<file path="src/rtl/sub_64_seq_pkg.sv">
// Shared types and defaults for the sequential 64-bit subtractor.
package sub_64_pkg;

  localparam int W_DEF     = 64;
  localparam int CHUNK_DEF = 16;

  typedef enum logic [1:0] {S_IDLE, S_RUN, S_DONE} state_t;

endpackage

</file>
<file path="src/rtl/sub_64_seq_if.sv">
// Operand/result handshake bundle for sub_64_seq.
interface sub_64_seq_if #(parameter int W = 64) ();
  logic         i_valid;
  logic         o_ready;
  logic [W-1:0] i_a;
  logic [W-1:0] i_b;
  logic         i_borrow_in;
  logic         o_valid;
  logic         i_ready;
  logic [W-1:0] o_d;
  logic         o_borrow_out;
  logic         o_overflow;
  logic         o_zero;

  // Producer/consumer side driving operands and accepting results.
  modport master (
    output i_valid, i_a, i_b, i_borrow_in, i_ready,
    input  o_ready, o_valid, o_d, o_borrow_out, o_overflow, o_zero
  );

  // Subtractor side.
  modport slave (
    input  i_valid, i_a, i_b, i_borrow_in, i_ready,
    output o_ready, o_valid, o_d, o_borrow_out, o_overflow, o_zero
  );
endinterface

</file>
<file path="src/rtl/sub_64_seq_cla_adder_chunk.sv">
// CHUNK-bit combinational adder; carries resolved from generate/propagate terms.
module cla_adder_chunk #(
  parameter int CHUNK = 16
) (
  input  logic [CHUNK-1:0] i_a,
  input  logic [CHUNK-1:0] i_b,
  input  logic             i_carry_in,
  output logic [CHUNK-1:0] o_s,
  output logic             o_carry_out
);

  logic [CHUNK-1:0] g, p;
  logic [CHUNK:0]   c;

  // c[i+1] = g[i] | p[i]&c[i], expanded by the loop into flat lookahead terms.
  function automatic logic [CHUNK:0] carries(input logic [CHUNK-1:0] gi,
                                             input logic [CHUNK-1:0] pi,
                                             input logic             cin);
    logic [CHUNK:0] cc;
    cc    = '0;
    cc[0] = cin;
    for (int i = 0; i < CHUNK; i++) cc[i+1] = gi[i] | (pi[i] & cc[i]);
    return cc;
  endfunction

  assign g           = i_a & i_b;
  assign p           = i_a ^ i_b;
  assign c           = carries(g, p, i_carry_in);
  assign o_s         = p ^ c[CHUNK-1:0];
  assign o_carry_out = c[CHUNK];

endmodule

</file>
<file path="src/rtl/sub_64_seq.sv">
// Multi-cycle subtractor D = A - B - borrow_in, one CHUNK slice per clock,
// computed as A + ~B + ~borrow_in through a single shared chunk adder.
module sub_64_seq
  import sub_64_pkg::*;
#(
  parameter int W     = W_DEF,
  parameter int CHUNK = CHUNK_DEF
) (
  input  logic         i_clk,
  input  logic         i_rst_n,
  sub_64_seq_if.slave  bus
);

  localparam int NCHUNK = W / CHUNK;
  localparam int IDXW   = (NCHUNK > 1) ? $clog2(NCHUNK) : 1;

  state_t            state_q, state_d;
  logic [IDXW-1:0]   idx_q, idx_d;
  logic [W-1:0]      a_q, a_d;
  logic [W-1:0]      nb_q, nb_d;     // inverted subtrahend
  logic [W-1:0]      res_q, res_d;
  logic              carry_q, carry_d;
  logic              borrow_q, borrow_d;
  logic              ovf_q, ovf_d;
  logic              zero_q, zero_d;

  logic [CHUNK-1:0]  sl_a, sl_b, sl_s;
  logic              sl_co;
  logic              last_slice;

  assign sl_a       = a_q[idx_q*CHUNK +: CHUNK];
  assign sl_b       = nb_q[idx_q*CHUNK +: CHUNK];
  assign last_slice = (idx_q == IDXW'(NCHUNK - 1));

  cla_adder_chunk #(.CHUNK(CHUNK)) u_chunk (
    .i_a         (sl_a),
    .i_b         (sl_b),
    .i_carry_in  (carry_q),
    .o_s         (sl_s),
    .o_carry_out (sl_co)
  );

  // Next-state, operand capture, slice write-back and flag evaluation.
  // Sign bits come straight from the latched operands: a_q[W-1] and ~nb_q[W-1].
  always_comb begin
    state_d  = state_q;
    idx_d    = idx_q;
    a_d      = a_q;
    nb_d     = nb_q;
    res_d    = res_q;
    carry_d  = carry_q;
    borrow_d = borrow_q;
    ovf_d    = ovf_q;
    zero_d   = zero_q;
    case (state_q)
      S_IDLE: begin
        if (bus.i_valid) begin
          a_d     = bus.i_a;
          nb_d    = ~bus.i_b;
          carry_d = ~bus.i_borrow_in;
          idx_d   = '0;
          state_d = S_RUN;
        end
      end
      S_RUN: begin
        res_d[idx_q*CHUNK +: CHUNK] = sl_s;
        carry_d = sl_co;
        idx_d   = idx_q + 1'b1;
        if (last_slice) begin
          idx_d    = '0;
          state_d  = S_DONE;
          borrow_d = ~sl_co;
          ovf_d    = (a_q[W-1] != ~nb_q[W-1]) & (sl_s[CHUNK-1] != a_q[W-1]);
          zero_d   = (res_d == '0);
        end
      end
      S_DONE: begin
        if (bus.i_ready) state_d = S_IDLE;
      end
      default: state_d = S_IDLE;
    endcase
  end

  // State and datapath registers; everything returns to a known value on reset.
  always_ff @(posedge i_clk or negedge i_rst_n) begin
    if (!i_rst_n) begin
      state_q  <= S_IDLE;
      idx_q    <= '0;
      a_q      <= '0;
      nb_q     <= '0;
      res_q    <= '0;
      carry_q  <= 1'b0;
      borrow_q <= 1'b0;
      ovf_q    <= 1'b0;
      zero_q   <= 1'b0;
    end else begin
      state_q  <= state_d;
      idx_q    <= idx_d;
      a_q      <= a_d;
      nb_q     <= nb_d;
      res_q    <= res_d;
      carry_q  <= carry_d;
      borrow_q <= borrow_d;
      ovf_q    <= ovf_d;
      zero_q   <= zero_d;
    end
  end

  assign bus.o_ready      = (state_q == S_IDLE);
  assign bus.o_valid      = (state_q == S_DONE);
  assign bus.o_d          = res_q;
  assign bus.o_borrow_out = borrow_q;
  assign bus.o_overflow   = ovf_q;
  assign bus.o_zero       = zero_q;

endmodule

</file>
<file path="src/flat_wrapper.sv">
// flat-port wrapper written by rule: the top's interface ports become plain ports
module sub_64_seq_flat import sub_64_pkg::*;
#(
  parameter int W     = W_DEF,
  parameter int CHUNK = CHUNK_DEF
)
  (i_clk, i_rst_n, bus_i_valid, bus_i_a, bus_i_b, bus_i_borrow_in, bus_i_ready, bus_o_ready, bus_o_valid, bus_o_d, bus_o_borrow_out, bus_o_overflow, bus_o_zero);
  sub_64_seq_if #(.W(W)) bus_i ();
  input  logic i_clk;
  input  logic i_rst_n;
  input wire logic [$bits(bus_i.i_valid)-1:0] bus_i_valid;
  input wire logic [$bits(bus_i.i_a)-1:0] bus_i_a;
  input wire logic [$bits(bus_i.i_b)-1:0] bus_i_b;
  input wire logic [$bits(bus_i.i_borrow_in)-1:0] bus_i_borrow_in;
  input wire logic [$bits(bus_i.i_ready)-1:0] bus_i_ready;
  output wire logic [$bits(bus_i.o_ready)-1:0] bus_o_ready;
  output wire logic [$bits(bus_i.o_valid)-1:0] bus_o_valid;
  output wire logic [$bits(bus_i.o_d)-1:0] bus_o_d;
  output wire logic [$bits(bus_i.o_borrow_out)-1:0] bus_o_borrow_out;
  output wire logic [$bits(bus_i.o_overflow)-1:0] bus_o_overflow;
  output wire logic [$bits(bus_i.o_zero)-1:0] bus_o_zero;
  assign bus_i.i_valid = bus_i_valid;
  assign bus_i.i_a = bus_i_a;
  assign bus_i.i_b = bus_i_b;
  assign bus_i.i_borrow_in = bus_i_borrow_in;
  assign bus_i.i_ready = bus_i_ready;
  assign bus_o_ready = bus_i.o_ready;
  assign bus_o_valid = bus_i.o_valid;
  assign bus_o_d = bus_i.o_d;
  assign bus_o_borrow_out = bus_i.o_borrow_out;
  assign bus_o_overflow = bus_i.o_overflow;
  assign bus_o_zero = bus_i.o_zero;
  sub_64_seq #(.W(W), .CHUNK(CHUNK)) u_core (.i_clk(i_clk), .i_rst_n(i_rst_n), .bus(bus_i));
endmodule
</file>
<file path="config.mk">
export PLATFORM = sky130hd
export DESIGN_NAME = sub_64_seq_flat
export DESIGN_NICKNAME = d
export VERILOG_FILES = /design/src/rtl/sub_64_seq_pkg.sv /design/src/rtl/sub_64_seq_if.sv /design/src/rtl/sub_64_seq_cla_adder_chunk.sv /design/src/rtl/sub_64_seq.sv /design/src/flat_wrapper.sv
export SDC_FILE = /design/constraint.sdc
export NUM_CORES = 1
export LEC_CHECK = 0
export CORE_ASPECT_RATIO = 0.6
export CORE_MARGIN = 1
export CORE_UTILIZATION = 54
export DETAILED_ROUTE_END_ITERATION = 8
export PLACE_DENSITY = 0.93
export SYNTH_ARGS = -nofsm -noshare
export SYNTH_HDL_FRONTEND = slang
export SYNTH_HIERARCHICAL = 1
export SYNTH_SLANG_ARGS = --single-unit
</file>
<file path="constraint.sdc">
create_clock -name i_clk -period 18.8 [get_ports i_clk]
set_input_delay 1.88 -clock i_clk [delete_from_list [all_inputs] [get_ports i_clk]]
set_output_delay 1.88 -clock i_clk [all_outputs]
set_load 0.02 [all_outputs]
</file>
======== Yosys cells after proc, flatten, opt, wreduce, memory -nomap -nowiden ========
Index checks and enable logic that the tools add are counted.
word-level totals
  register bits after elaboration ......... 200
  output and inout port bits .............. 69
  bits of input ports ..................... 133
cells by class
  reduce and logical (&&, ||, !) cells .... 7
  shift-type cells ........................ 4
  add/subtract/negate cells ............... 2
  equal/unequal tests ..................... 8
  bitwise operators ....................... 40
  muxes and demuxes ....................... 10
operators with widths
  kind                        number
  $shiftx A64 B7 Y16          2
  $bwmux W64                  1
  $logic_not A64 Y1           1
  $not A64 Y64                1
  $shift A16 B34 Y64 const A  1
  $shiftx A16 B34 Y64         1
  $neg A6 Y34                 1
  $xor A16 B16 Y16            2
  $and A1 B1 Y1               17
  $and A16 B16 Y16            1
  $or A1 B1 Y1                16
  $mux W2                     5
  $pmux W2 S3                 1
  $reduce_and A2 Y1           3
  $eq A2 B2 Y1 const B        2
  $ne A2 B2 Y1 const B        2
  $pmux W2 S2                 1
  $not A1 Y1                  3
  $reduce_and A3 Y1           1
  $add A2 B1 Y2 const B       1
  $eq A2 B1 Y1 const B        1
  $logic_not A2 Y1            1
  $ne A1 B1 Y1                2
  $ne A2 B1 Y1 const B        1
  other kinds (3)             3

======== Depth between registers and ports, before layout ========
  word-level depth ........................ 36
  mapped depth ............................ 28

======== Hierarchy ========
The synthesis kept the hierarchy.
by module, submodules not included
  module           area each (um^2)  times used  cells an instance  sequential area each (um^2)
  sub_64_seq       8328.0            1           758                5004.8
  cla_adder_chunk  357.8             1           26                 0.0

======== Worst setup path after synthesis ========
Ideal clock, no wire load.
  kind .................................... reg2reg
  from .................................... register u_core.idx_q[0]
  to ...................................... register u_core.zero_q (netlist: u_core/bus.o_zero)
  setup time .............................. 0.103 ns
  period minus slack after synthesis ...... 8.257 ns
  slack ................................... 10.543 ns
  buffers on the path ..................... 2
  cell stages (with the launch flop) ...... 29
  data arrival time ....................... 8.154 ns
  cells stage by stage .................... dfrtp_1 buf_2 buf_2 mux4_2 inv_1 fa_1 inv_1 fa_1 fa_1 fa_1 fa_1 fa_1 fa_1 fa_1 fa_1 fa_1 fa_1 fa_1 fa_1 fa_1 fa_1 inv_1 fa_1 inv_1 nor2_1 nand2_1 o31ai_2 nand3_1 o41ai_2
between the ends
  cells in the longest elaborated chain, start to end .. 36
  elaborated cells between the ends (all ways) .. 42
  those cells by class .................... add/sub (1); eq/ne (1); shift (4); mux (1); bitwise (33); reduce/logical (2)
ends and longest elaborated chain
  what                    RTL line                          source
  start, declared         sub_64_seq.sv:18                  logic [IDXW-1:0] idx_q, idx_d;
  start signal, assigned  sub_64_seq.sv:98                  idx_q <= idx_d;
  $shiftx A64 B7 Y16 *    sub_64_seq.sv:31                  assign sl_a = a_q[idx_q*CHUNK +: CHUNK];
  via u_core.sl_a[0]      sub_64_seq.sv:27                  logic [CHUNK-1:0] sl_a, sl_b, sl_s;
  $xor A16 B16 Y16        sub_64_seq_cla_adder_chunk.sv:27  assign p = i_a ^ i_b;
  $and A1 B1 Y1           sub_64_seq_cla_adder_chunk.sv:22  for (int i = 0; i < CHUNK; i++) cc[i+1] = gi[i] | (pi[i] & cc[i]);
  $or A1 B1 Y1 *          sub_64_seq_cla_adder_chunk.sv:22
  $and A1 B1 Y1 *         sub_64_seq_cla_adder_chunk.sv:22
  $or A1 B1 Y1 *          sub_64_seq_cla_adder_chunk.sv:22
  $and A1 B1 Y1 *         sub_64_seq_cla_adder_chunk.sv:22
  (+22 left out)          -
  $or A1 B1 Y1 *          sub_64_seq_cla_adder_chunk.sv:22
  $and A1 B1 Y1 *         sub_64_seq_cla_adder_chunk.sv:22
  $or A1 B1 Y1 *          sub_64_seq_cla_adder_chunk.sv:22
  $xor A16 B16 Y16 *      sub_64_seq_cla_adder_chunk.sv:29  assign o_s = p ^ c[CHUNK-1:0];
  via u_core.sl_s[15]     sub_64_seq.sv:27
  $shiftx A16 B34 Y64 *   sub_64_seq.sv:66                  res_d[idx_q*CHUNK +: CHUNK] = sl_s;
  $bwmux W64 *            sub_64_seq.sv:66
  $logic_not A64 Y1 *     sub_64_seq.sv:74                  zero_d = (res_d == '0);
  end signal, assigned    sub_64_seq.sv:105                 zero_q <= zero_d;
  end, declared           sub_64_seq.sv:25                  logic zero_q, zero_d;
The timed path passes the listed nets; every way through them passes the cells marked *.
A chain may end at the register's enable or synchronous reset.

======== Worst setup path after layout ========
  from .................................... register u_core.idx_q[0]
  to ...................................... register u_core.zero_q (netlist: u_core/bus.o_zero)
between the ends
  cells in the longest elaborated chain, start to end .. 36
  elaborated cells between the ends (all ways) .. 42
  those cells by class .................... add/sub (1); eq/ne (1); shift (4); mux (1); bitwise (33); reduce/logical (2)
ends and longest elaborated chain
  what                   RTL line                          source
  $shiftx A64 B7 Y16 *   sub_64_seq.sv:32                  assign sl_b = nb_q[idx_q*CHUNK +: CHUNK];
  via u_core.sl_b[0]     sub_64_seq.sv:27
  $xor A16 B16 Y16       sub_64_seq_cla_adder_chunk.sv:27
  $and A1 B1 Y1          sub_64_seq_cla_adder_chunk.sv:22
  $or A1 B1 Y1 *         sub_64_seq_cla_adder_chunk.sv:22
  $and A1 B1 Y1 *        sub_64_seq_cla_adder_chunk.sv:22
  $or A1 B1 Y1 *         sub_64_seq_cla_adder_chunk.sv:22
  $and A1 B1 Y1 *        sub_64_seq_cla_adder_chunk.sv:22
  (+22 left out)         -
  $or A1 B1 Y1 *         sub_64_seq_cla_adder_chunk.sv:22
  $and A1 B1 Y1 *        sub_64_seq_cla_adder_chunk.sv:22
  $or A1 B1 Y1 *         sub_64_seq_cla_adder_chunk.sv:22
  $xor A16 B16 Y16 *     sub_64_seq_cla_adder_chunk.sv:29
  via u_core.sl_s[15]    sub_64_seq.sv:27
  $shiftx A16 B34 Y64 *  sub_64_seq.sv:66
  $bwmux W64 *           sub_64_seq.sv:66
  $logic_not A64 Y1 *    sub_64_seq.sv:74
Marks and branches as above.

==> impl_metrics.env <==
export IMPL_core_area_um2=15550
export IMPL_antenna_found_initial=0
export IMPL_endpoint_kind="flip-flop"
export IMPL_root_buffer="clkbuf_16"
export IMPL_grtUsageTotal=0.3117
export IMPL_ys_warnings_count=6
export IMPL_holdWs_ns=0.4750
export IMPL_place_congestion=0.9260
export IMPL_fmax_mhz=111.4
export IMPL_synth_edff_count=0
export IMPL_setup_tns_ns=0
export IMPL_drv_cap=0
export IMPL_insertion_delay_ns=0.43
export IMPL_cts_hold_fix_buffers=0
export IMPL_finalCriticalPeriod_ns=8.979
export IMPL_via_per_inst=5.919
export IMPL_ys_types=35
export IMPL_drc_errors=16
export IMPL_drive_gt1_frac=0.08222
export IMPL_fin_util=0.7338
export IMPL_htreeDepth=4
export IMPL_syn_area_per_cell_um2=11.08
export IMPL_grt_pass1_vias=6842
export IMPL_max_clock_path_buffers=2
export IMPL_hpwl_mm=17.57
export IMPL_vdd_drop_max_mv=0.1699
export IMPL_cp_required_ns=19.13
export IMPL_power_density_nw_per_um2=213.7
export IMPL_run_status="finished, violations left"
export IMPL_slew_viol_final=0
export IMPL_ys_flop_type="dfrtp_1"
export IMPL_start_util=0.5587
export IMPL_fillers=1006
export IMPL_crit_fanout=41
export IMPL_diodes=0
export IMPL_cts_buffers=17
export IMPL_violations="DRC"
export IMPL_syn_cell_area_um2=8686
export IMPL_dpl_worst_slack_ns=9.929
export IMPL_fp_dieH_um=100.2
export IMPL_synth_seq_cells=200
export IMPL_setup_viol=0
export IMPL_wl_mm=24.57
export IMPL_grt_pass1_wl_mm=38.65
export IMPL_worstSetupPathType="flip-flop to flip-flop"
export IMPL_die_w_um=165.7
export IMPL_area_growth_syn_to_layout_pct=31.33
export IMPL_overflow=0
export IMPL_min_period_over_period=0.4776
export IMPL_setup_worst_path_start_class="flip-flop"
export IMPL_seq_area_frac_synth=0.5762
export IMPL_dieArea_um2=16610
export IMPL_cts_setup_buffers=0
export IMPL_static_leakage_power_uw=0.005274
export IMPL_path_clk_slew_ns=0.07
export IMPL_num_vias=6961
export IMPL_post_cts_resized=0
export IMPL_async_reset_ff_frac=1.000
export IMPL_total_power_uw=2438
export IMPL_holdCritPathClass="flip-flop to flip-flop"
export IMPL_dr_pass1_iters=8
export IMPL_slew_headroom=0.2535
export IMPL_drt_initial_drc_count=802
export IMPL_hold_viol=0
export IMPL_fin_skew_ns=0.01419
export IMPL_grt_max_degree=142
export IMPL_fin_ws_ns=9.821
export IMPL_rows=35
export IMPL_cts_tree="done"
export IMPL_worstPathArrival_ns=9.30
export IMPL_port_buffers=201
export IMPL_tightest_slew_ns=1.120
export IMPL_io_pins=202
export IMPL_rsz0062_at_grt="false"
export IMPL_cts_sinks=200
export IMPL_antenna_left=0
export IMPL_routedWlPerCell_um=20.89
export IMPL_syn_inst=784
export IMPL_syn_nets=939
export IMPL_num_nets_final=1115
==> metrics by stage <==
step	instances	area, µm²
6_report	1176	11410
5_1_grt	1176	11410
4_1_cts	1176	11410
3_5_place_dp	1144	10810
3_3_place_gp	1144	10810
2_1_floorplan	784	8686
==> worst max-delay path, cell delays in order, from the launching register on <==
cell and delay, ns:
dfrtp_2 0.34, buf_4 0.57, mux4_2 0.59, inv_1 0.12, fa_1 0.18, inv_1 0.05, fa_1 0.38, fa_1 0.40
fa_1 0.39, fa_1 0.41, fa_1 0.41, fa_1 0.40, fa_1 0.42, fa_1 0.41, fa_1 0.40, fa_1 0.39
fa_1 0.39, fa_1 0.40, fa_1 0.40, fa_1 0.37, inv_1 0.07, fa_1 0.15, inv_1 0.15, nor2_1 0.13
nand2_1 0.12, o31ai_1 0.28, nand3_1 0.15, o41ai_2 0.36
==> per-layer routing <==
layer	global-route usage	wire, µm	part of all wire
met1	0.4457	10290	0.42
met2	0.4713	10760	0.44
met3	0.09109	2967	0.12
met4	0.08627	550	0.022
met5	0	0	0
==> worst paths after layout <==
check,cells past startpoint,from,end,slack (ns)
max,27,u_core/idx_q[0],u_core/bus.o_zero,9.82
min,2,u_core/a_q[42],u_core/a_q[42],0.47
max reg2reg,27,u_core/idx_q[0],u_core/bus.o_zero,9.82
min reg2reg,2,u_core/a_q[42],u_core/a_q[42],0.47
max in group asynchronous,2,i_rst_n,u_core/nb_q[37],15.71
min in group asynchronous,1,i_rst_n,u_core/bus.o_d[39],1.53
==> cell usage in the layout, fill, tap and decap left out, types with 6 or more instances in the layout <==
cell type,n
clkdlybuf4s50_1,200
fa_1,16
dfrtp_1,198
a22o_1,59
nand2_1,270
ha_1,6
o21ai_0,69
nor4_1,15
nor2_1,11
mux4_2,32
clkbuf_16,17
a21oi_1,7
inv_1,13
==> sequential cells by signal, summed over array words and instances, names as in the netlist <==
name,cells
u_core/bus.o_zero,1
u_core/bus.o_d,64
u_core/state_q,2
u_core/bus.o_overflow,1
u_core/a_q,64
u_core/carry_q,1
u_core/bus.o_borrow_out,1
u_core/nb_q,64
u_core/idx_q,2
==> synth_stat cells (all sizes together), types with 2 or more instances <==
cell | n | area share
a21oi | 7 | 0.0040
a22o | 63 | 0.064
and2 | 4 | 0.0029
buf | 8 | 0.0040
clkbuf | 40 | 0.017
dfrtp | 200 | 0.58
fa | 16 | 0.037
ha | 6 | 0.0086
inv | 13 | 0.0056
mux4 | 32 | 0.083
nand2 | 271 | 0.12
nand2b | 2 | 0.0014
nand3 | 3 | 0.0017
nand4 | 2 | 0.0014
nor2 | 11 | 0.0048
nor2b | 2 | 0.0014
nor3 | 3 | 0.0017
nor4 | 15 | 0.011
o21ai | 69 | 0.040
o31ai | 5 | 0.0049
or4 | 2 | 0.0022
==> area by class of cell <==
type	instances	area, µm²	area share
Clock buffer	19	442.9	0.03883
Clock inverter	13	152.6	0.01338
Inverter	13	48.80	0.004278
Multi-Input combinational cell	523	3456	0.3029
Sequential cell	200	5007	0.4390
Tap cell	203	254.0	0.02227
Timing Repair Buffer	205	2046	0.1793
==> power by group <==
group          internal [µW]  total [µW]  switching, µW  leakage (µW)
clock                    194         367            174      0.000294
sequential               621         766            145       0.00257
combinational            515        1300            789       0.00241
total                   1330        2440           1110       0.00527
==> logic make-up after synthesis <==
| kind of cell | Yosys count | share of synthesized area |
|---|---|---|
| and+or+nand+nor | 321 | 0.1507 |
| muxes | 32 | 0.08297 |
| buffers and inverters | 61 | 0.02694 |
| AOI/OAI and AO/OA | 148 | 0.1177 |
| adders and majority gates | 22 | 0.04552 |
| DFF | 200 | 0.5762 |
(Power assumes the default switching activity.)
